--- src/rtl/dma_tcdm_pkg.sv ---
// Shared types, widths and helpers for the DMA-to-TCDM port cut.
package dma_tcdm_pkg;

    localparam int unsigned TcdmAddrWidth = 32;
    localparam int unsigned TcdmDataWidth = 32;
    localparam int unsigned TcdmBeWidth   = TcdmDataWidth / 8;
    localparam int unsigned StallCntWidth = 32;

    typedef struct packed {
        logic [TcdmAddrWidth-1:0] add;
        logic                     wen;
        logic [TcdmDataWidth-1:0] wdata;
        logic [TcdmBeWidth-1:0]   be;
    } tcdm_req_t;

    // Increment that sticks at all-ones instead of wrapping.
    function automatic logic [StallCntWidth-1:0] sat_inc(input logic [StallCntWidth-1:0] val);
        return (&val) ? val : val + StallCntWidth'(1);
    endfunction

endpackage

--- src/rtl/dma_tcdm_spill_fifo.sv ---
// Two-entry in-order spill buffer of TCDM requests; cuts the grant path.
module dma_tcdm_spill_fifo
    import dma_tcdm_pkg::*;
(
    input  logic      clk_i,
    input  logic      rst_i,
    input  logic      push_i,
    input  tcdm_req_t data_i,
    input  logic      pop_i,
    output tcdm_req_t data_o,
    output logic      full_o,
    output logic      empty_o
);

    tcdm_req_t  mem_q [2];
    logic       wr_ptr_q;
    logic       rd_ptr_q;
    logic [1:0] cnt_q;
    logic       push_ok;
    logic       pop_ok;

    assign full_o  = (cnt_q == 2'd2);
    assign empty_o = (cnt_q == 2'd0);
    assign push_ok = push_i && !full_o;
    assign pop_ok  = pop_i && !empty_o;
    assign data_o  = mem_q[rd_ptr_q];

    always_ff @(posedge clk_i) begin
        if (rst_i) begin
            wr_ptr_q <= 1'b0;
            rd_ptr_q <= 1'b0;
            cnt_q    <= 2'd0;
        end else begin
            if (push_ok) wr_ptr_q <= !wr_ptr_q;
            if (pop_ok)  rd_ptr_q <= !rd_ptr_q;
            if (push_ok && !pop_ok) begin
                cnt_q <= cnt_q + 2'd1;
            end else if (pop_ok && !push_ok) begin
                cnt_q <= cnt_q - 2'd1;
            end
        end
    end

    // Payload storage needs no reset; occupancy gates its visibility.
    always_ff @(posedge clk_i) begin
        if (push_ok) mem_q[wr_ptr_q] <= data_i;
    end

endmodule

--- src/rtl/dma_tcdm_port_cut.sv ---
// Retiming/credit stage between a DMA bank port and a TCDM master port.
// Define DMA_TCDM_PORT_CUT_RSP_EN to register the upstream response path.
module dma_tcdm_port_cut
    import dma_tcdm_pkg::*;
#(
    parameter int unsigned AddrWidth      = TcdmAddrWidth,
    parameter int unsigned DataWidth      = TcdmDataWidth,
    parameter int unsigned BeWidth        = DataWidth / 8,
    parameter int unsigned MaxOutstanding = 4
) (
    input  logic                     clk_i,
    input  logic                     rst_i,
    input  logic                     up_req_i,
    output logic                     up_gnt_o,
    input  logic [AddrWidth-1:0]     up_add_i,
    input  logic                     up_wen_i,
    input  logic [DataWidth-1:0]     up_wdata_i,
    input  logic [BeWidth-1:0]       up_be_i,
    output logic                     up_r_valid_o,
    output logic [DataWidth-1:0]     up_r_rdata_o,
    output logic                     dn_req_o,
    input  logic                     dn_gnt_i,
    output logic [AddrWidth-1:0]     dn_add_o,
    output logic                     dn_wen_o,
    output logic [DataWidth-1:0]     dn_wdata_o,
    output logic [BeWidth-1:0]       dn_be_o,
    input  logic                     dn_r_valid_i,
    input  logic [DataWidth-1:0]     dn_r_rdata_i,
    input  logic                     stall_clr_i,
    output logic [StallCntWidth-1:0] stall_cnt_o,
    output logic                     err_o
);

    localparam int unsigned CntWidth = $clog2(MaxOutstanding + 1);

    tcdm_req_t                push_data;
    tcdm_req_t                head;
    logic                     buf_full;
    logic                     buf_empty;
    logic                     up_hs;
    logic                     rsp_accept;
    logic                     rsp_dec;
    logic [CntWidth-1:0]      out_cnt_q;
    logic [StallCntWidth-1:0] stall_cnt_q;
    logic                     err_q;

    // Grant from registered state only; held low while reset discards state.
    assign up_gnt_o = !rst_i && !buf_full && (out_cnt_q < CntWidth'(MaxOutstanding));
    assign up_hs    = up_req_i && up_gnt_o;

    assign push_data = '{add:   TcdmAddrWidth'(up_add_i),
                         wen:   up_wen_i,
                         wdata: TcdmDataWidth'(up_wdata_i),
                         be:    TcdmBeWidth'(up_be_i)};

    dma_tcdm_spill_fifo u_spill (
        .clk_i   (clk_i),
        .rst_i   (rst_i),
        .push_i  (up_hs),
        .data_i  (push_data),
        .pop_i   (dn_gnt_i),
        .data_o  (head),
        .full_o  (buf_full),
        .empty_o (buf_empty)
    );

    assign dn_req_o   = !buf_empty;
    assign dn_add_o   = AddrWidth'(head.add);
    assign dn_wen_o   = head.wen;
    assign dn_wdata_o = DataWidth'(head.wdata);
    assign dn_be_o    = BeWidth'(head.be);

`ifdef DMA_TCDM_PORT_CUT_RSP_EN
    logic                 rsp_valid_q;
    logic [DataWidth-1:0] rsp_rdata_q;
    logic [CntWidth-1:0]  cnt_avail;

    // A captured response still owns one credit until it is delivered.
    assign cnt_avail  = out_cnt_q - CntWidth'(rsp_valid_q);
    assign rsp_accept = dn_r_valid_i && (cnt_avail != '0);

    always_ff @(posedge clk_i) begin
        if (rst_i) begin
            rsp_valid_q <= 1'b0;
            rsp_rdata_q <= '0;
        end else begin
            rsp_valid_q <= rsp_accept;
            if (dn_r_valid_i) rsp_rdata_q <= dn_r_rdata_i;
        end
    end

    assign up_r_valid_o = rsp_valid_q;
    assign up_r_rdata_o = rsp_rdata_q;
    assign rsp_dec      = rsp_valid_q;
`else
    assign rsp_accept   = dn_r_valid_i && (out_cnt_q != '0);
    assign up_r_valid_o = rsp_accept;
    assign up_r_rdata_o = dn_r_rdata_i;
    assign rsp_dec      = rsp_accept;
`endif

    // Credits: granted upstream but not yet answered.
    always_ff @(posedge clk_i) begin
        if (rst_i) begin
            out_cnt_q <= '0;
        end else if (up_hs && !rsp_dec) begin
            out_cnt_q <= out_cnt_q + CntWidth'(1);
        end else if (rsp_dec && !up_hs) begin
            out_cnt_q <= out_cnt_q - CntWidth'(1);
        end
    end

    always_ff @(posedge clk_i) begin
        if (rst_i) begin
            stall_cnt_q <= '0;
            err_q       <= 1'b0;
        end else begin
            if (stall_clr_i) begin
                stall_cnt_q <= '0;
            end else if (dn_req_o && !dn_gnt_i) begin
                stall_cnt_q <= sat_inc(stall_cnt_q);
            end
            if (dn_r_valid_i && !rsp_accept) err_q <= 1'b1;
        end
    end

    assign stall_cnt_o = stall_cnt_q;
    assign err_o       = err_q;

endmodule

--- config.mk ---
export PLATFORM = sky130hd
export DESIGN_NAME = dma_tcdm_port_cut
export DESIGN_NICKNAME = d
export VERILOG_FILES = /design/src/rtl/dma_tcdm_pkg.sv /design/src/rtl/dma_tcdm_spill_fifo.sv /design/src/rtl/dma_tcdm_port_cut.sv
export SDC_FILE = /design/constraint.sdc
export NUM_CORES = 1
export LEC_CHECK = 0
export CAP_MARGIN = 20
export CORE_ASPECT_RATIO = 1.75
export CORE_MARGIN = 3
export CORE_UTILIZATION = 40
export DETAILED_ROUTE_END_ITERATION = 7
export GPL_TIMING_DRIVEN = 1
export PLACE_DENSITY = 0.68
export SYNTH_ARGS = -nofsm -noshare
export SYNTH_HDL_FRONTEND = slang
export SYNTH_SLANG_ARGS = --single-unit
--- constraint.sdc ---
create_clock -name clk_i -period 5.5 [get_ports clk_i]
set_input_delay 0.825 -clock clk_i [delete_from_list [all_inputs] [get_ports clk_i]]
set_output_delay 0.825 -clock clk_i [all_outputs]
set_load 0.01 [all_outputs]
==> reports/qor.yml <==
placed_design:
  io_buffers: 179
  gp_congestion: 0.8090
  detailed_place_hpwl_microns: 11830
critical_path:
  reg2reg_depth: 6
  crit_arrival_ns: 2.66
  cp_max_fo: 39
  critical_path.endpoint_type: "primary output"
  start_kind: "flop"
  crit_required_ns: 4.68
  path_class: "flop to primary output"
timing:
  period_share: 0.6334
  tightestPinTransition_ns: 0.9442
  rsz0062_at_grt: "no"
  hold_violations: 0
  period_needed_ns: 3.484
  setup_viol: 0
  maxSlewViolCount: 0
  relSlewSlack: 0.3705
  tns_ns: 0
  fmax_ghz: 0.2870
  final.setup_skew_ns: 0.008477
clocking:
  clock_path_buffers: 2
  cts_resized: 0
  cts_tree: "yes"
  cts_sinks: 179
  numCtsBuffers: 17
  clk_pin_slew_ns: 0.06
  root_buffer: "clkbuf_16"
  worstSkewPairLatency_ns: 0.42
  cts_hold_buffers: 0
  h-tree-depth: 4
  postCtsSetupRepairBufs: 0
run_status:
  status: "finished clean"
global_routing:
  overflow: 0
  grt_max_degree: 70
  grt_pass1_wl_microns: 25300
  antenna_found_initial: 1
  grt_usage: 0.1660
  grt_pass1_vias: 4937
floorplan:
  dieHeight_microns: 184.9
  initial_core_util: 0.4135
  pin_count: 244
  coreArea_sq_um: 17700
  die_area_sq_um: 20020
  die_w_microns: 108.2
  rows: 64
layout:
  post-route-util: 0.5475
  syn_to_final_growth_pct: 32.42
  nNetsFinal: 759
  drive_above_1_share: 0.1824
  fillers: 1447
drt:
  wl_per_cell_microns: 18.45
  viasPerCell: 5.165
  dr_total_vias: 4602
  ant_nets: 0
  drtIter0Drc: 183
  finalWirelength_microns: 16440
  drcViolationCount: 0
  firstDrtPassIters: 4
synth:
  syn_inst: 494
  synth_cell_types: 50
  async_flop_share: 0
  synthTopCellsByArea: "edfxtp_1 57%, dfxtp_1 11%, mux2_2 11%"
  yosys_warnings: 0
  synth.top_cell.area_share: 0.5663
  netlist_area_sq_um: 7317
  synth_common_cells: "138 x edfxtp_1, 69 x mux2_2, 41 x dfxtp_1, 34 x buf_4, 27 x a21oi_1"
  ys_ff_latch: 179
  synth_most_common_cell: "edfxtp_1"
  yosysSeqAreaShare: 0.6785
  synth_edf_count: 138
  synth_ff_type: "edfxtp_1"
  postSynthNetCount: 605
  avgSynthCellArea_sq_um: 14.81
  yosys.area.top_type: "edfxtp_1"
flow_run:
  max_cap_viol_count: 0
pwr:
  irDropWorstVdd_v: 0.0001919
  leakagePower_nw: 3.164
  p_per_area_nw_per_um2: 385.8
min_path:
  whs_path_depth: 2
  hold_path_class: "flop to flop"
## critical path, cell delays in order (launching register included)
cell and delay [ns]:
dfxtp_2 0.94, buf_4 0.39, mux2_2 0.40, clkdlybuf4s50_1 0.49
## sequential cells by signal, indices dropped and copies added, names as in the netlist, named ones only
signal and count:
err_o 1, out_cnt_q 3, stall_cnt_o 32, u_spill.cnt_q 2, u_spill.mem_q 138, u_spill.rd_ptr_q 1
u_spill.wr_ptr_q 1
## metrics by stage
| stage | instances | area, sq um | power [mW] | hold WS [ns] | setup WS, ns |
|---|---|---|---|---|---|
| floorplan | 494 | 7317 | 2.177 | 0.4715 | 0.3783 |
| global placement | 860 | 9124 | 2.611 | 0.4686 | 1.985 |
| detailed placement | 860 | 9124 | 2.630 | 0.4773 | 1.968 |
| CTS | 889 | 9684 | 3.797 | 0.4929 | 1.953 |
| global route | 890 | 9687 | 3.909 | 0.5300 | 1.876 |
| finish | 891 | 9689 | 3.738 | 0.4827 | 2.016 |
## cells in the final DEF (no fill, tap or decap), types with 5 or more instances in the layout
master,n
clkdlybuf4s50_1,179
edfxtp_1,138
mux2_2,69
dfxtp_1,40
a21oi_1,27
or3_1,20
clkbuf_16,17
nand2_1,16
o21ai_0,15
nor2_1,14
nand4_1,12
and3_1,10
xor2_1,9
nand3_1,8
and2_1,6
o31ai_1,6
and4_1,5
buf_4,5
## final timing paths
| check | from | to | slack, ns |
|---|---|---|---|
| max reg2reg | stall_cnt_o[1] | stall_cnt_o[5] | 3.05 |
| min reg2reg | err_o | err_o | 0.48 |
| max | flop | dn_wdata_o[19] | 2.02 |
| min | err_o | err_o | 0.48 |
## report_power, final
group	leakage (nW)	internal, mW	switching (mW)
clock network	0.265	0.664	0.485
logic	1.31	0.532	0.384
registers	1.59	1.60	0.0783
## cells by family (layout without fill, tap and decap cells)
| kind of cell | count (synthesis) | in the layout | synth area share |
|---|---|---|---|
| xor+xnor | 11 | 11 | 0.01317 |
| fa+ha+maj | 4 | 4 | 0.007867 |
| compound gates | 63 | 63 | 0.05147 |
| mux | 71 | 71 | 0.1089 |
| simple gates | 114 | 114 | 0.09457 |
| buf+inv | 52 | 216 | 0.04549 |
| flops | 179 | 179 | 0.6785 |
| other cells | 0 | 2 | 0 |
## final cells by class
| class | count | area, sq um | area share |
|---|---|---|---|
| flip-flops and latches | 179 | 4966 | 0.5125 |
| multi-input cells | 263 | 2028 | 0.2093 |
| repair buffers | 184 | 1829 | 0.1888 |
| clock buffers | 17 | 425.4 | 0.04390 |
| well taps | 231 | 289.0 | 0.02983 |
| clock inverters | 12 | 135.1 | 0.01395 |
| inverters | 3 | 11.26 | 0.001162 |
| diodes | 2 | 5.005 | 0.0005165 |
## metal layers
metal | track usage | wire length (microns) | vias up
met5 | 0 | 0 | -
met1 | 0.1738 | 5918 | 2235
met4 | 0.07887 | 388 | 0
met2 | 0.2989 | 8995 | 187
li1 | - | - | 2158
met3 | 0.05127 | 1137 | 22
No activity file was read; power rests on OpenSTA's default activity.
